==> config.mk <==
export PLATFORM = sky130hd
export DESIGN_NAME = rr_arbiter_n
export DESIGN_NICKNAME = d
export VERILOG_FILES = /design/src/rtl/rr_arbiter_n.sv
export SDC_FILE = /design/constraint.sdc
export NUM_CORES = 1
export LEC_CHECK = 0
export ABC_AREA = 1
export CAP_MARGIN = 40
export CORE_UTILIZATION = 59
export CTS_CLUSTER_SIZE = 14
export DETAILED_ROUTE_END_ITERATION = 12
export GPL_TIMING_DRIVEN = 0
export PLACE_DENSITY = 0.83
export SKIP_LAST_GASP = 1
export SLEW_MARGIN = 20
export SYNTH_ARGS = -nofsm -noshare
export SYNTH_HDL_FRONTEND = slang
export SYNTH_SLANG_ARGS = --single-unit
==> constraint.sdc <==
create_clock -name clk -period 4.19 [get_ports clk]
set_input_delay 0.6285 -clock clk [delete_from_list [all_inputs] [get_ports clk]]
set_output_delay 0.6285 -clock clk [all_outputs]
set_load 0.005 [all_outputs]
==> src/rtl/rr_arbiter_n.sv <==
// rr_arbiter_n: N-requester arbiter with a registered one-hot grant.
// Selection is either round-robin or fixed priority, where index 0 is highest.
// The owner keeps the grant while its request stays high. When HOLD_MAX is
// non-zero, a hold timeout forces rotation if other requesters are waiting.
// Ports:
//   clk          rising-edge clock
//   reset        asynchronous active-low reset
//   request      per-requester request vector
//   grant        registered one-hot grant, zero when idle
//   grant_valid  registered |grant
//   grant_id     registered binary index of the owner, 0 when idle
//   preempt      one-cycle pulse after a timeout rotation
module rr_arbiter_n #(
  parameter int unsigned N_REQ    = 4,
  parameter int unsigned RR_MODE  = 1,
  parameter int unsigned HOLD_MAX = 8,
  parameter int unsigned IDW      = (N_REQ > 1) ? $clog2(N_REQ) : 1
) (
  input  logic             clk,
  input  logic             reset,
  input  logic [N_REQ-1:0] request,
  output logic [N_REQ-1:0] grant,
  output logic             grant_valid,
  output logic [IDW-1:0]   grant_id,
  output logic             preempt
);

  localparam int unsigned CW = 8;
  localparam logic [CW-1:0] HOLD_SAT = CW'((HOLD_MAX == 0) ? 0 : HOLD_MAX - 1);

  typedef enum logic {S_IDLE, S_GRANT} state_t;

  state_t           r_state;
  logic [N_REQ-1:0] r_grant;
  logic             r_valid;
  logic [IDW-1:0]   r_id;
  logic [IDW-1:0]   r_rr_ptr;
  logic [CW-1:0]    r_hold_cnt;
  logic             r_preempt;

  logic [N_REQ-1:0] w_owner_mask;
  logic [N_REQ-1:0] w_cand;
  logic [IDW:0]     w_pick;
  logic             w_found;
  logic [IDW-1:0]   w_win;
  logic [N_REQ-1:0] w_win_onehot;
  logic [IDW-1:0]   w_next_ptr;
  logic [IDW:0]     w_ptr_inc;
  logic             w_own_req;
  logic             w_timeout;

  // Returns {found, index}. In round-robin mode the search starts at ptr and wraps.
  function automatic logic [IDW:0] pick_winner(input logic [N_REQ-1:0] cand,
                                               input logic [IDW-1:0]   ptr);
    logic [IDW:0] res;
    logic [IDW:0] s;
    res = '0;
    for (int unsigned k = 0; k < N_REQ; k++) begin
      if (RR_MODE != 0) s = {1'b0, ptr} + (IDW+1)'(k);
      else              s = (IDW+1)'(k);
      if (s >= (IDW+1)'(N_REQ)) s = s - (IDW+1)'(N_REQ);
      if (!res[IDW] && cand[IDW'(s)]) res = {1'b1, IDW'(s)};
    end
    return res;
  endfunction

  // The current owner is never a candidate, for either a drop or a timeout.
  assign w_owner_mask = (r_state == S_GRANT) ? r_grant : '0;
  assign w_cand       = request & ~w_owner_mask;
  assign w_pick       = pick_winner(w_cand, r_rr_ptr);
  assign w_found      = w_pick[IDW];
  assign w_win        = w_pick[IDW-1:0];
  assign w_win_onehot = N_REQ'(1) << w_win;
  assign w_ptr_inc    = {1'b0, w_win} + (IDW+1)'(1);
  assign w_next_ptr   = (w_ptr_inc >= (IDW+1)'(N_REQ)) ? '0 : w_ptr_inc[IDW-1:0];
  assign w_own_req    = |(request & r_grant);
  assign w_timeout    = (HOLD_MAX != 0) && (r_hold_cnt == HOLD_SAT) && (|w_cand);

  // Arbitration FSM with registered outputs.
  always_ff @(posedge clk or negedge reset) begin
    if (!reset) begin
      r_state    <= S_IDLE;
      r_grant    <= '0;
      r_valid    <= 1'b0;
      r_id       <= '0;
      r_rr_ptr   <= '0;
      r_hold_cnt <= '0;
      r_preempt  <= 1'b0;
    end else begin
      r_preempt <= 1'b0;
      case (r_state)
        S_IDLE: begin
          if (w_found) begin
            r_state    <= S_GRANT;
            r_grant    <= w_win_onehot;
            r_valid    <= 1'b1;
            r_id       <= w_win;
            r_hold_cnt <= '0;
            if (RR_MODE != 0) r_rr_ptr <= w_next_ptr;
          end
        end
        S_GRANT: begin
          if (!w_own_req || w_timeout) begin
            if (w_found) begin
              // Hand over on this edge, so there is no idle bubble between owners.
              r_grant    <= w_win_onehot;
              r_valid    <= 1'b1;
              r_id       <= w_win;
              r_hold_cnt <= '0;
              r_preempt  <= w_own_req;
              if (RR_MODE != 0) r_rr_ptr <= w_next_ptr;
            end else begin
              r_state    <= S_IDLE;
              r_grant    <= '0;
              r_valid    <= 1'b0;
              r_id       <= '0;
              r_hold_cnt <= '0;
            end
          end else if (r_hold_cnt != HOLD_SAT) begin
            r_hold_cnt <= r_hold_cnt + CW'(1);
          end
        end
        default: r_state <= S_IDLE;
      endcase
    end
  end

  assign grant       = r_grant;
  assign grant_valid = r_valid;
  assign grant_id    = r_id;
  assign preempt     = r_preempt;

endmodule

Word-level counts from Yosys, hierarchy flattened
Index checks and enable logic that the tools add are counted.
{"block": "op_classes", "addsub": 9, "order_cmp": 9, "n_eq_ne": 5, "shift": 1, "muxes": 42, "bitwise_logic": 4, "reduce_logical": 13}
{"cell": "8-bit two-way mux", "n": 3}
{"cell": "2-bit two-way mux", "n": 10}
{"cell": "4-bit two-way mux", "n": 4}
{"cell": "8-bit case mux with 2 select lines", "n": 1}
{"cell": "3-bit >= comparator (second input constant)", "n": 4}
{"cell": "2-bit by 3-bit less-than comparator with 1-bit output (second input constant)", "n": 4}
{"cell": "3-bit two-way mux", "n": 4}
{"cell": "1-bit two-way mux", "n": 11}
{"cell": "8-bit by 1-bit adder with 8-bit output (second input constant)", "n": 1}
{"cell": "4-bit AND", "n": 2}
{"cell": "1-bit binary-select mux with 2-bit select", "n": 4}
{"cell": "8-bit by 3-bit equality test with 1-bit output (second input constant)", "n": 1}
{"cell": "8-bit by 3-bit != test with 1-bit output (second input constant)", "n": 1}
{"cell": "2-bit case mux with 2 select lines", "n": 2}
{"cell": "4-bit case mux with 2 select lines", "n": 1}
{"cell": "4-bit OR reduction", "n": 2}
{"cell": "2-bit by 1-bit subtractor with 2-bit output (second input constant)", "n": 4}
{"cell": "2-bit by 1-bit adder with 3-bit output (second input constant)", "n": 2}
{"cell": "2-bit by 2-bit adder with 3-bit output (second input constant)", "n": 2}
{"cell": "1-bit logical AND", "n": 4}
{"cell": "1-bit logical NOT", "n": 4}
{"cell": "4-bit NOT", "n": 1}
{"cell": "1-bit case mux with 2 select lines", "n": 2}
{"cell": "2-bit AND reduction", "n": 2}
{"cell": "other kinds (7)", "n": 7}
{"block": "totals", "register_bits": 19, "input_bits": 6, "output_inout_bits": 8}

Logic depth before layout (Yosys ltp)
Gate-level depths: netlist (run 1).
{"block": "logic_depth", "ltp_word": 21, "depth_mapped": 17, "mapped_depth_nobuf": 16}

Least setup slack after synthesis (run 1)
No wires, ideal clock.
{"block": "synth_path", "path_type": "input to register", "start": "input request[0]", "end": "register r_rr_ptr[0]", "setup_ps": 113, "t_arrival_ps": 1670, "slack_ps": 2407, "stages": 13, "path_buffers": 0, "cell_sequence": "nand3_1 > nand2_1 > o21ai_1 > nand2_1 > nand2_1 > nand3_1 > inv_1 > ha_1 > nand2_2 > nand2_1 > inv_1 > nand2_1 > inv_1"}
{"block": "synth_via", "elab_chain_len": 19, "word_cells_on_any_way": 32, "cone_classes": "1 x add/sub; 1 x order compare; 1 x eq/ne; 16 x mux; 2 x bitwise; 11 x reduce/logical"}
{"item": "start: declaration", "line_no": "21", "rtl": "input logic [N_REQ-1:0] request,"}
{"item": "4-bit AND", "line_no": "69", "rtl": "assign w_cand = request & ~w_owner_mask;"}
{"item": "1-bit binary-select mux with 2-bit select", "line_no": "62", "rtl": "if (!res[IDW] && cand[IDW'(s)]) res = {1'b1, IDW'(s)};"}
{"item": "1-bit two-way mux (not written as such)", "line_no": "62"}
{"item": "3-bit two-way mux", "line_no": "62"}
{"item": "1-bit logical NOT", "line_no": "62"}
{"item": "1-bit logical AND", "line_no": "62"}
{"item": "3-bit two-way mux", "line_no": "62"}
{"item": "1-bit logical NOT", "line_no": "62"}
{"item": "(+3 left out)"}
{"item": "1-bit logical AND", "line_no": "62"}
{"item": "3-bit two-way mux", "line_no": "62"}
{"item": "2-bit by 1-bit adder with 3-bit output", "line_no": "74", "rtl": "assign w_ptr_inc = {1'b0, w_win} + (IDW+1)'(1);"}
{"item": "3-bit >= comparator", "line_no": "75", "rtl": "assign w_next_ptr = (w_ptr_inc >= (IDW+1)'(N_REQ)) ? '0 : w_ptr_inc[IDW-1:0];"}
{"item": "2-bit two-way mux", "line_no": "75"}
{"item": "2-bit two-way mux", "line_no": "93, 104"}
{"item": "2-bit two-way mux", "line_no": "103", "rtl": "if (!w_own_req || w_timeout) begin"}
{"item": "2-bit case mux with 2 select lines", "line_no": "91", "rtl": "case (r_state)"}
{"item": "end signal: assignment", "line_no": "99", "rtl": "if (RR_MODE != 0) r_rr_ptr <= w_next_ptr;"}
{"item": "end signal: assignment", "line_no": "111", "rtl": "if (RR_MODE != 0) r_rr_ptr <= w_next_ptr;"}
{"item": "end: declaration", "line_no": "37", "rtl": "logic [IDW-1:0] r_rr_ptr;"}
Parallel ways exist; a longest one is shown, timed or not. The select of a mux whose other input is x is not followed.
A chain may end at the register's enable or synchronous reset.

Worst setup path after layout (run 1)
{"block": "layout_path", "start": "input request[0]", "end": "register r_rr_ptr[1]"}
The elaborated chain is that of the path after synthesis.

==> results of run 1 <==
## path summary, 6_finish.rpt
path / startpoint / endpoint / slack [ns]
worst max-delay path: request[0] / r_rr_ptr[1]$_DFFE_PN0P_ / 1.95
worst min-delay path: grant_id[0]$_DFFE_PN0P_ / grant_id[0]$_DFFE_PN0P_ / 0.49
worst max register to register: r_rr_ptr[0]$_DFFE_PN0P_ / r_rr_ptr[1]$_DFFE_PN0P_ / 2.18
worst min register to register: grant_id[0]$_DFFE_PN0P_ / grant_id[0]$_DFFE_PN0P_ / 0.49
max in group asynchronous: reset / grant_valid$_DFFE_PN0P_ / 3.18
min in group asynchronous: reset / grant[1]$_DFFE_PN0P_ / 0.61
## state kept, by name (all words and copies together) (netlist names)
register and cells:
r_hold_cnt 8, grant 4, grant_id 2, r_rr_ptr 2, grant_valid 1, preempt 1, r_state 1
## routing by layer
| layer | vias to the layer above | track usage | routed length, um | part of all wire |
|---|---|---|---|---|
| met1 | 536 | 0.335 | 1140 | 0.45 |
| met5 | - | 0 | 0 | 0 |
| met4 | 0 | 0.0882 | 21 | 0.0083 |
| met3 | 2 | 0.0440 | 182 | 0.072 |
| li1 | 591 | - | - | - |
| met2 | 43 | 0.385 | 1190 | 0.47 |
## synthesized netlist by cell type (3+ instances only)
library cell  instances
nand2_1              51
nand3_1              20
dfrtp_1              19
inv_1                19
nor2_1                8
o21ai_0               7
nand2_2               6
ha_1                  5
nand4_1               5
a21oi_1               4
inv_2                 3
nand2_4               3
o21ai_1               3
o21ai_2               3
## area by class of cell
class	instances	area [um2]
fill	154	512
sequential	19	475
clock buffer	4	26.3
timing repair buffer	14	145
inverter	24	95.1
multi-input combinational	125	684
tap	27	33.8
buffer	2	10.0
## worst max-delay path: stages
cell	delay [ns]
clkdlybuf4s50_1	0.48
nand3_1	0.12
nand2_1	0.12
o21ai_1	0.27
nand3_1	0.15
nand3_1	0.16
inv_1	0.08
ha_1	0.29
o21ai_0	0.16
## stage by stage
step | cell area (um2) | util | setup WS, ns | instances | hold slack [ns]
after global placement | 1430 | 0.721 | 1.72 | 210 | 0.458
after CTS | 1460 | 0.734 | 1.98 | 214 | 0.496
final | 1470 | 0.742 | 1.95 | 215 | 0.495
after floorplan | 1260 | - | 2.41 | 170 | 0.333
after detailed placement | 1430 | 0.721 | 1.68 | 210 | 0.466
after global routing | 1470 | 0.742 | 1.74 | 215 | 0.520
## cell families (layout without fill, tap and decap cells)
| logic type | Yosys count | after routing | share of synthesized area |
|---|---|---|---|
| buffers and inverters | 26 | 44 | 0.0831 |
| adder cells (fa/ha/maj) | 5 | 5 | 0.0495 |
| AO/OA/AOI/OAI | 22 | 22 | 0.109 |
| AND/OR/NAND/NOR | 97 | 97 | 0.376 |
| flip-flops | 19 | 19 | 0.376 |
| XOR/XNOR | 1 | 1 | 0.00693 |
## power groups by stage
stage	Clock, uW	Combinational (uW)	Sequential (uW)
detailed placement	0	579	274
finish	89.7	586	270
floorplan	0	424	270
global placement	0	560	271
CTS	92.7	583	270
global route	102	673	277
==> results.yml, run 1 <==
status:
  status: "finished, final reports clean"
drt:
  detail_route.wl_per_cell_um: 11.8
  wl_um: 2530
  drc: 0
  routed-via-count: 1172
  first_pass_iters: 4
  via_per_inst: 5.45
  drtIter0Drc: 51
  ant_nets: 0
layout:
  drive_gt1_frac: 0.144
  nNetsFinal: 200
  final_cell_mix: "nand2_1, nand3_1, inv_1, dfrtp_1, clkdlybuf4s50_1"
  syn_to_final_growth_pct: 16.2
  final_common_cell: "nand2_1"
  antenna_cells: 0
logic_synthesis:
  synth_cell_types: 25
  ys_ff_latch: 19
  synth.area.top_cells: "dfrtp_1, nand2_1, nand3_1"
  syn_area_um2: 1260
  netlist.area_leader.share: 0.376
  avgSynthCellArea_um2: 7.44
  synth_top_area_cell: "dfrtp_1"
  synth_edf_count: 0
  yosysSeqAreaShare: 0.376
  ys_warn_count: 0
  syn_nets: 181
  syn_inst: 170
  async_reset_ff_frac: 1.00
  synthFlopType: "dfrtp_1"
flow_run:
  max-cap-violations: 0
timing:
  max_slew_margin: 0.748
  tightest_slew_ns: 0.376
  final.setup.tns_ns: 0
  fin_crit_sh: 0.535
  timing.fmax_mhz: 446
  rsz0062_at_grt: "no"
  hold_viol_final: 0
  setup_viol: 0
  finalMaxSlewViolations: 0
  skew_ns: 0.00220
  post-route-min-period_ns: 2.24
critical_path:
  cp.required_ns: 4.40
  crit_type: "in -> reg"
  critPathArrivalTime_ns: 2.46
  reg2regPathDepth: 10
  cp-end-kind: "flip-flop"
  worstPathMaxFanout: 4
  startpoint_type: "input port"
clock_tree:
  ctsResizeCount: 0
  clkSinkCount: 19
  postCtsHoldBufs: 0
  htreeDepth: 1
  numCtsBuffers: 3
  postCtsSetupBuffers: 0
  clkLatencyLatePin_ns: 0.29
  cts_buffer_depth: 2
  cts_tree: "done"
  clockRootBuffer: "clkbuf_4"
  clk_pin_slew_ns: 0.10
floorplan:
  coreArea_um2: 1980
  io_pins: 14
  die_area_um2: 2330
  initial_core_util: 0.638
  die_h_um: 48.3
  die_width_um: 48.3
  rows: 16
power:
  comb_power_share: 0.620
  p_total_uw: 946
  p_leak_uw: 0.000726
  p_sw_uw: 448
  pwr-share-clk: 0.095
  switching_share: 0.473
  irDropWorstVdd_mv: 0.463
  seq_power_share: 0.286
  power.density_nw_per_um2: 643
  intPower_uw: 498
grt:
  gr-usage-all-layers: 0.243
  grt_pass1_wl_um: 4410
  grt_pass1_vias: 1043
  grt_overflow: 0
  antenna_found_initial: 0
  grt_max_degree: 20
place:
  gp_congestion: 0.885
  hpwl_um: 1990
  port_buffers: 13
min_path:
  hp-class: "reg -> reg"
  hold_path_depth: 2
No activity file was read; power rests on OpenSTA's default activity.
==> run 2: changes to the inputs <==
Settings changed: CORE_UTILIZATION 59 to 50, PLACE_DENSITY 0.83 to 0.75.
Clock period 4.19 ns to 1.9 ns, I/O delays scaled along.
==> run 2 against run 1 <==
Compared with the run above: the flow now finishes with violations (negative setup slack); core utilization down 1.6 points; setup slack got worse by 2.0 ns; combinational power grew to 3.0 times the previous value; wire length grew 28%; die area increased by 17%; final cell count is 2.8% higher; critical path type is now reg -> reg; critical endpoint is now r_rr_ptr[0]$_DFFE_PN0P_; highest routed layer unchanged.
==> results.yml, run 2 (synthesis gave the netlist of run 1 again) <==
status:
  status: "complete, but fails checks"
  violations: "negative setup slack"
grt:
  grt_overflow: 0
  grt_max_degree: 20
  antenna_found_initial: 0
  grt_pass1_wl_um: 4700
  gr-usage-all-layers: 0.228
  grt_pass1_vias: 1080
clock_tree:
  cts_tree: "done"
  clk_pin_slew_ns: 0.12
  numCtsBuffers: 3
  cts_buffer_depth: 2
  clkSinkCount: 19
  clockRootBuffer: "clkbuf_4"
  postCtsHoldBufs: 0
  clkLatencyLatePin_ns: 0.30
  htreeDepth: 1
timing:
  rsz0062_at_grt: "yes"
  setup_viol: 1
  fin_crit_sh: 1.01
  tightest_slew_ns: 0.478
  timing.fmax_mhz: 522
  skew_ns: 0.000537
  final.setup.tns_ns: -0.0173
  hold_viol_final: 0
  layout_setup_ws_ns: -0.0173
  max_slew_margin: 0.681
  post-route-min-period_ns: 1.92
  finalMaxSlewViolations: 0
power:
  p_total_uw: 2650
  irDropWorstVdd_mv: 1.45
  p_leak_uw: 0.000787
  power.density_nw_per_um2: 1590
critical_path:
  critPathArrivalTime_ns: 2.13
  cp.required_ns: 2.11
  startpoint_type: "flip-flop"
  worstPathMaxFanout: 7
  reg2reg_slack_ns: -0.02
  crit_type: "reg -> reg"
  cp-end-kind: "flip-flop"
drt:
  first_pass_iters: 4
  ant_nets: 0
  wl_um: 3250
  via_per_inst: 5.57
  detail_route.wl_per_cell_um: 14.7
  drc: 0
  drtIter0Drc: 49
  routed-via-count: 1232
place:
  dpl_worst_slack_ns: -0.310
  placed_cell_area_um2: 1430
  gp_congestion: 0.838
  hpwl_um: 2140
  port_buffers: 13
floorplan:
  die_width_um: 52.3
  io_pins: 14
  die_area_um2: 2740
  coreArea_um2: 2300
  rows: 17
  die_h_um: 52.3
  initial_core_util: 0.551
layout:
  largest_reg_flops: 8
  nNetsFinal: 205
  syn_to_final_growth_pct: 31.8
  antenna_cells: 0
  fin_util: 0.725
  top_register: "r_hold_cnt"
  final_cell_mix: "nand2_1, inv_1, nand2_2, dfrtp_1, clkdlybuf4s50_1"
  post-route-cell-area_um2: 1670
  drive_gt1_frac: 0.342
  final_common_cell: "nand2_1"
flow_run:
  max-cap-violations: 0
min_path:
  hp-class: "in -> async"
run 2: final cells by class:
class,instances,area [um2]
multi-input combinational,125,827
fill,169,631
sequential,19,479
timing repair buffer,21,198
inverter,24,100
tap,28,35.0
clock buffer,3,22.5
clock inverter,1,5.00
run 2: worst paths after layout:
check,start,to,cells past startpoint
max,r_rr_ptr[0]$_DFFE_PN0P_,r_rr_ptr[0]$_DFFE_PN0P_,16
min,reset,r_hold_cnt[5]$_DFFE_PN0P_,1
max reg2reg,r_rr_ptr[0]$_DFFE_PN0P_,r_rr_ptr[0]$_DFFE_PN0P_,16
min reg2reg,grant_valid$_DFFE_PN0P_,grant_valid$_DFFE_PN0P_,2
max in group asynchronous,reset,r_rr_ptr[0]$_DFFE_PN0P_,2
min in group clk,grant_valid$_DFFE_PN0P_,grant_valid$_DFFE_PN0P_,2
run 2: timing repair:
| action | CTS | global route |
|---|---|---|
| endpoints found under the setup margin | 6 | 6 |
| gates resized for setup | 10 | 34 |
| buffers inserted | 1 | 6 |
| pin swaps | 2 | 9 |
| endpoints found under the hold margin | 0 | 0 |
run 2: critical path: stages (launching register included):
cell,delay (ns)
dfrtp_2,0.51
buf_6,0.16
nand3_4,0.10
nand2_2,0.07
nand2_2,0.07
nand2_2,0.07
nand2_2,0.08
nand2_1,0.06
nand2_2,0.10
nand3_4,0.08
inv_2,0.07
ha_2,0.18
nand2_2,0.06
nand2_1,0.07
inv_1,0.04
nand2_1,0.06
inv_1,0.04
run 2: where the power goes:
group | internal (uW) | leakage, uW | total [uW] | switching (uW)
Combinational | 717 | 0.000527 | 1740 | 1020
Sequential | 526 | 0.000242 | 689 | 163
Clock | 78.5 | 0.0000177 | 215 | 137
Total | 1320 | 0.000787 | 2650 | 1320
run 2: stage by stage:
step,std cells,hold slack (ns)
after floorplan,170,-0.0106
after global placement,211,0.461
after detailed placement,211,0.465
after CTS,215,0.484
after global routing,221,0.323
final,221,0.292
run 2: layer usage:
layer | vias to the layer above | share of wire | global-route usage
li1 | 599 | - | -
met1 | 588 | 0.47 | 0.335
met4 | 0 | 0.011 | 0.0614
met2 | 39 | 0.49 | 0.348
met5 | - | 0 | 0
met3 | 6 | 0.034 | 0.0290
